--- config.mk ---
export PLATFORM = sky130hd
export DESIGN_NAME = hazard_stall_ctrl
export DESIGN_NICKNAME = d
export VERILOG_FILES = /design/src/rtl/hazard_pkg.sv /design/src/rtl/hazard_sat_cnt.sv /design/src/rtl/hazard_stall_ctrl.sv
export SDC_FILE = /design/constraint.sdc
export NUM_CORES = 1
export LEC_CHECK = 0
export BUFFER_PORTS_ARGS = -buffer_cell sky130_fd_sc_hd__buf_2
export CORE_ASPECT_RATIO = 0.8
export CORE_MARGIN = 2
export CORE_UTILIZATION = 32
export DETAILED_ROUTE_END_ITERATION = 10
export PLACE_DENSITY_LB_ADDON = 0.12
export SLEW_MARGIN = 30
export SYNTH_ARGS = -nofsm -noshare
export SYNTH_HDL_FRONTEND = slang
export SYNTH_SLANG_ARGS = --single-unit
--- constraint.sdc ---
create_clock -name clock -period 1.1 [get_ports clock]
set_input_delay 0 -clock clock [delete_from_list [all_inputs] [get_ports clock]]
set_output_delay 0 -clock clock [all_outputs]
set_load 0.005 [all_outputs]
--- src/rtl/hazard_pkg.sv ---
// Shared types and constants for the pipeline hazard/stall controller.
package hazard_pkg;

    typedef enum logic [1:0] {
        IDLE     = 2'd0,
        LW_STALL = 2'd1,
        RELEASE  = 2'd2
    } hz_state_e;

    localparam int IDX_IF_ID  = 0;
    localparam int IDX_ID_EX  = 1;
    localparam int IDX_EX_MEM = 2;
    localparam int IDX_MEM_WB = 3;

    localparam int PERF_W = 32;

endpackage

--- src/rtl/hazard_sat_cnt.sv ---
// Saturating event counter; clears on synchronous reset, sticks at all-ones.
module hazard_sat_cnt
    import hazard_pkg::*;
#(
    parameter int W = PERF_W
) (
    input  logic         clock,
    input  logic         reset,
    input  logic         inc,
    output logic [W-1:0] count
);

    always_ff @(posedge clock) begin
        if (reset) begin
            count <= '0;
        end else if (inc && (count != '1)) begin
            count <= count + W'(1);
        end
    end

endmodule

--- src/rtl/hazard_stall_ctrl.sv ---
// Pipeline hazard controller: load-use hold, jump flush, memory-wait freeze.
// Optional performance counters are enabled by defining HAZ_PERF_CNT_EN.
module hazard_stall_ctrl
    import hazard_pkg::*;
#(
    parameter int N_REGS        = 4,
    parameter int LW_STALL_CYC  = 1,
    parameter int J_FLUSH_DEPTH = 2,
    parameter int CNT_W         = $clog2(LW_STALL_CYC + 1)
) (
    input  logic              clock,
    input  logic              reset,
    input  logic              stall_lw,
    input  logic              stall_j,
    input  logic              mem_busy,
    output logic              pc_stop_update,
    output logic [N_REGS-1:0] ff_stop_update,
    output logic [N_REGS-1:0] ff_flush,
    output logic              stall_active,
    output logic [31:0]       perf_lw_cyc,
    output logic [31:0]       perf_flush,
    output logic [31:0]       perf_mem_cyc
);

    if (LW_STALL_CYC < 1) begin : g_bad_lw_cyc
        $error("hazard_stall_ctrl: LW_STALL_CYC must be >= 1");
    end
    if ((J_FLUSH_DEPTH < 1) || (J_FLUSH_DEPTH > N_REGS)) begin : g_bad_j_depth
        $error("hazard_stall_ctrl: J_FLUSH_DEPTH must be in 1..N_REGS");
    end

    // With N_REGS==1 the ID/EX bit truncates away, leaving a hold-only load-use stall.
    localparam logic [N_REGS-1:0] LW_HOLD_MASK  = N_REGS'(1 << IDX_IF_ID);
    localparam logic [N_REGS-1:0] LW_FLUSH_MASK = N_REGS'(1 << IDX_ID_EX);
    localparam logic [N_REGS-1:0] J_FLUSH_MASK  = {N_REGS{1'b1}} >> (N_REGS - J_FLUSH_DEPTH);

    hz_state_e        state, state_n;
    logic [CNT_W-1:0] cnt, cnt_n;
    logic             lw_hold;

    always_ff @(posedge clock) begin
        if (reset) begin
            state <= IDLE;
            cnt   <= '0;
        end else begin
            state <= state_n;
            cnt   <= cnt_n;
        end
    end

    always_comb begin
        state_n        = state;
        cnt_n          = cnt;
        lw_hold        = 1'b0;
        pc_stop_update = 1'b0;
        ff_stop_update = '0;
        ff_flush       = '0;
        stall_active   = (state != IDLE);

        if (reset) begin
            stall_active = 1'b0;
        end else if (mem_busy) begin
            pc_stop_update = 1'b1;
            ff_stop_update = '1;
            stall_active   = 1'b1;
        end else if (stall_j) begin
            ff_flush     = J_FLUSH_MASK;
            stall_active = 1'b1;
            state_n      = IDLE;
            cnt_n        = '0;
        end else begin
            unique case (state)
                IDLE: begin
                    if (stall_lw) begin
                        lw_hold = 1'b1;
                        if (LW_STALL_CYC == 1) begin
                            state_n = RELEASE;
                        end else begin
                            state_n = LW_STALL;
                            cnt_n   = CNT_W'(LW_STALL_CYC - 1);
                        end
                    end
                end
                LW_STALL: begin
                    lw_hold = 1'b1;
                    if (cnt == CNT_W'(1)) begin
                        state_n = RELEASE;
                        cnt_n   = '0;
                    end else begin
                        cnt_n = cnt - CNT_W'(1);
                    end
                end
                RELEASE: state_n = IDLE;
                default: state_n = IDLE;
            endcase

            if (lw_hold) begin
                pc_stop_update = 1'b1;
                ff_stop_update = LW_HOLD_MASK;
                ff_flush       = LW_FLUSH_MASK;
                stall_active   = 1'b1;
            end
        end
    end

`ifdef HAZ_PERF_CNT_EN
    hazard_sat_cnt #(.W(PERF_W)) u_perf_lw (
        .clock (clock),
        .reset (reset),
        .inc   (lw_hold),
        .count (perf_lw_cyc)
    );

    hazard_sat_cnt #(.W(PERF_W)) u_perf_flush (
        .clock (clock),
        .reset (reset),
        .inc   (stall_j & ~mem_busy),
        .count (perf_flush)
    );

    hazard_sat_cnt #(.W(PERF_W)) u_perf_mem (
        .clock (clock),
        .reset (reset),
        .inc   (mem_busy),
        .count (perf_mem_cyc)
    );
`else
    assign perf_lw_cyc  = '0;
    assign perf_flush   = '0;
    assign perf_mem_cyc = '0;
`endif

endmodule

### Word-level counts from Yosys, hierarchy flattened

Index checks and enable logic that the tools add are counted.

| word-level totals | value |
|---|---|
| register bits after elaboration | 3 |
| output and inout bits | 106 |
| word-level logic and storage cells | 40 |

| operators by class | value |
|---|---|
| add/subtract/negate cells | 1 |
| eq/ne operators | 3 |
| muxes and demuxes | 28 |
| bitwise logic cells | 1 |
| reduce and logical (&&, ||, !) cells | 5 |

Operator list:

| kind | number |
|---|---|
| 1-bit two-way mux | 17 |
| 2-bit two-way mux | 7 |
| 4-bit two-way mux | 2 |
| 3-bit inequality test, second input constant | 2 |
| 2-bit case mux with 2 select lines | 1 |
| 2-bit nonzero test | 2 |
| 3-bit AND reduction | 1 |
| 2-bit by 1-bit == test with 1-bit output, second input constant | 1 |
| 2-bit logical NOT | 1 |
| 1-bit case mux with 2 select lines | 1 |
| 2-bit AND reduction | 1 |
| 1-bit NOT | 1 |
| 1-bit subtractor, second input constant | 1 |

### Depth between registers and ports, before layout

| depth | value |
|---|---|
| depth in word-level cells | 9 |
| gate-level depth with buffers | 3 |
| depth with buffers taken out | 2 |

### Worst setup path after synthesis

Ideal clock, no wire load.

| path | value |
|---|---|
| path type | flip-flop to output port |
| from | register state[1] |
| to | output ff_stop_update[0] |
| arrival time | 1111 ps |
| required time | 1100 ps |
| path slack | -11 ps |
| cell stages (with the launch flop) | 4 |
| cell sequence | dfxtp_1 or3b_2 a21oi_1 buf_4 |

| between the ends | value |
|---|---|
| cells in the longest elaborated chain, start to end | 9 |
| elaborated cells on any way between the ends | 10 |

Ends and longest elaborated chain:

| item | RTL line | source |
|---|---|---|
| start, declared | hazard_stall_ctrl.sv:37 | `hz_state_e state, state_n;` |
| start signal, assigned | hazard_stall_ctrl.sv:46 | `state <= state_n;` |
| 2-bit by 1-bit == test with 1-bit output / 2-bit logical NOT (equally long branches) | hazard_stall_ctrl.sv:72 | `unique case (state)` |
| 1-bit case mux with 2 select lines (*) | hazard_stall_ctrl.sv:72 |  |
| 1-bit two-way mux (*) | hazard_stall_ctrl.sv:66 | `end else if (stall_j) begin` |
| 1-bit two-way mux (*) | hazard_stall_ctrl.sv:62 | `end else if (mem_busy) begin` |
| 1-bit two-way mux (*) | hazard_stall_ctrl.sv:60 | `if (reset) begin` |
| 1-bit two-way mux (*) | hazard_stall_ctrl.sv:97 | `if (lw_hold) begin` |
| 1-bit two-way mux (*) | hazard_stall_ctrl.sv:66 |  |
| 4-bit two-way mux (*) | hazard_stall_ctrl.sv:62 |  |
| 4-bit two-way mux (*) | hazard_stall_ctrl.sv:60 |  |
| end, declared | hazard_stall_ctrl.sv:17 | `output logic [N_REGS-1:0] ff_stop_update,` |

Every way passes the cells marked *; elsewhere a longest branch is shown, timed or not. The select of a mux whose other input is x is not followed.

### Worst setup path in the final report

| path | value |
|---|---|
| from | register state[1] |
| to | register state[1] |

| between the ends | value |
|---|---|
| cells in the longest elaborated chain, start to end | 3 |
| elaborated cells on any way between the ends | 7 |

Ends and longest elaborated chain:

| item | RTL line |
|---|---|
| 2-bit by 1-bit == test with 1-bit output / 2-bit logical NOT (equally long branches) | hazard_stall_ctrl.sv:72 |
| 3-bit inequality test (no line) / 2-bit case mux with 2 select lines (equally long branches) | n/a |
| 3-bit AND reduction (no line) / 2-bit two-way mux (equally long branches) | n/a |

Several ways; a longest one is shown, not always the timed one.
A chain may end at the register's enable or synchronous reset.

==> results.yml <==
synthesis:
  syn_area_per_cell_um2: 7.40
  netlist_area_um2: 858
  synth.most_common_cell: "buf_4"
  yosysUniqueCellTypes: 13
  synthArstFlopShare: 0
  synthAdderAreaFrac: 0
  synth_top_family_by_area: "buffers and inverters"
  yosys_warnings: 0
  synth_xor_area_frac: 0
  synthSimpleGateAreaFrac: 0.0641
  seq_area_frac_synth: 0.0233
  yosys.area.top_type: "buf_4"
  synth_edf_count: 0
  synth.top_cell.area_share: 0.883
  ys.flop_type: "dfxtp_1"
  ys_ff_latch: 1
  synth_commonest_cells: "buf_4 (101), nor2_1 (3), a21oi_1 (2)"
  synth_compound_area_frac: 0.0204
  syn_inst: 116
  synthTopCellsByArea: "buf_4 (88%), dfxtp_1 (2.3%), nor2_1 (1.3%)"
  synthMuxAreaShare: 0
floorplan:
  coreArea_mm2: 0.00250
  ioPinCount: 111
  die_x_um: 61.9
  start_util: 0.343
  die_y_um: 50.3
  fp.dieArea_mm2: 0.00312
  num_rows: 16
cells_and_area:
  stdcell_count: 160
  largest_reg_flops: 1
  seq_area_um2: 20.0
  largest-register: "state"
  top_regs: "state (1)"
  nFillCells: 291
  utilization: 0.230
  drive_above_1_share: 0.121
  multi_input_area_um2: 447
  antenna-diode-count: 0
  area_growth_pct: -32.9
  final_nets: 131
drt:
  ant_nets: 0
  dr.pass1.iters: 3
  met1_length_um: 174
  vias_per_cell: 2.50
  vias: 400
  wl_per_cell_um: 5.11
  routed-wl-met2_um: 438
  dr.max_layer_used: "met3"
  routed_wl_um: 818
  initialDrtViolationCount: 15
  drcViolationCount: 0
  met3_length_um: 205
critical_path:
  end_kind: "register"
  worstPathRequired_ps: 1030
  cp_max_fo: 5
  arrival_ps: 960
  reg2reg_depth: 2
  start_kind: "register"
  crit_type: "reg -> reg"
  regToRegSetupSlack_ps: 60
  r2r-start: "state[1]$_SDFFE_PP0P_"
  rr_endpoint: "state[1]$_SDFFE_PP0P_"
grt:
  grt_pass1_vias: 160
  grt_max_degree: 6
  grt_antenna_before_repair: 0
  overflow: 0
  grt_util_all_layers: 0.0258
  grt_first_pass_wirelength_um: 669
run:
  drv_cap: 0
hold_path:
  hold_start: "reset"
  hold_end: "state[1]$_SDFFE_PP0P_"
  min_path_cells: 2
  hold_path_class: "in -> reg"
pwr:
  powerDensity_mw_per_mm2: 300
  power_w: 0.000173
  vdd_drop_max_v: 0.0000708
  power.leakage_nw: 0.410
clock_tree:
  clk_pin_slew_ps: 0
  cts_hold_buffers: 0
  postCtsSetupRepairBufs: 0
  cts_resized: 0
  clk_latency_ps: 0
place:
  place_hpwl_um: 817
  post-place-ws_ps: 15.1
  port_buffers: 12
  place.gp.congestion: 0.548
  placedCellCount: 160
timing:
  period_share: 0.942
  finalSetupTns_ps: 0
  final.min_clock_period_ps: 1040
  fmax_mhz: 965
  finalSetupViolCount: 0
  finalHoldViolations: 0
  finalMaxSlewViolations: 0
  worst_slack_ps: 64.1
  skew_ps: 0
  rsz0062_at_grt: "false"
outcome:
  status: "finished, final reports clean"
[kinds of logic (layout without fill, tap and decap cells)]
logic type,Yosys count,count (layout)
flops,1,1
simple gates,9,9
other cells,1,98
buf+inv,102,13
compound gates,3,3
[area by class of cell]
class,instances,share of cell area
Sequential cell,1,0.0348
Tap cell,36,0.0783
Inverter,1,0.00652
Multi-Input combinational cell,110,0.776
Timing Repair Buffer,12,0.104
[cells in the final DEF (no fill, tap or decap), drive strengths merged]
master	Yosys	final
a21oi	2	2
and2	1	1
and2b	1	1
buf	101	12
conb	1	98
dfxtp	1	1
inv	1	1
nand2	1	1
nor2	3	3
nor4	1	1
o21a	1	1
or3b	1	1
or4b	1	1
[layer usage]
layer | up-vias | global-route usage
met5 | - | 0
met4 | 0 | 0
met3 | 0 | 0.00515
met2 | 61 | 0.0649
met1 | 168 | 0.0169
li1 | 171 | -
[worst max path at each step]
stage,start,to,cells after the start
2_1_floorplan,state[1]$_SDFFE_PP0P_,ff_stop_update[0],3
3_3_place_gp,state[1]$_SDFFE_PP0P_,ff_stop_update[0],3
3_5_place_dp,state[1]$_SDFFE_PP0P_,pc_stop_update,3
4_1_cts,state[1]$_SDFFE_PP0P_,pc_stop_update,3
5_1_grt,state[1]$_SDFFE_PP0P_,state[1]$_SDFFE_PP0P_,2
6_report,state[1]$_SDFFE_PP0P_,state[1]$_SDFFE_PP0P_,2
[worst max-delay path, cell delays in order (launching register included)]
cell and delay, ps:
dfxtp_1 310, or4b_1 520, a21oi_1 130
[through the flow]
stage	hold WS (ps)	cell area, um2
after floorplan	21.7	1230
after global placement	250	573
after detailed placement	246	573
after CTS	246	573
after global routing	257	576
final	246	576
[power breakdown]
| part | internal, W | switching, W | total [W] |
|---|---|---|---|
| clock | 0 | 0 | 0 |
| sequential | 0.0000384 | 0.00000144 | 0.0000399 |
| combinational | 0.0000275 | 0.000106 | 0.000133 |
| total | 0.0000659 | 0.000107 | 0.000173 |
(Power assumes the default switching activity.)
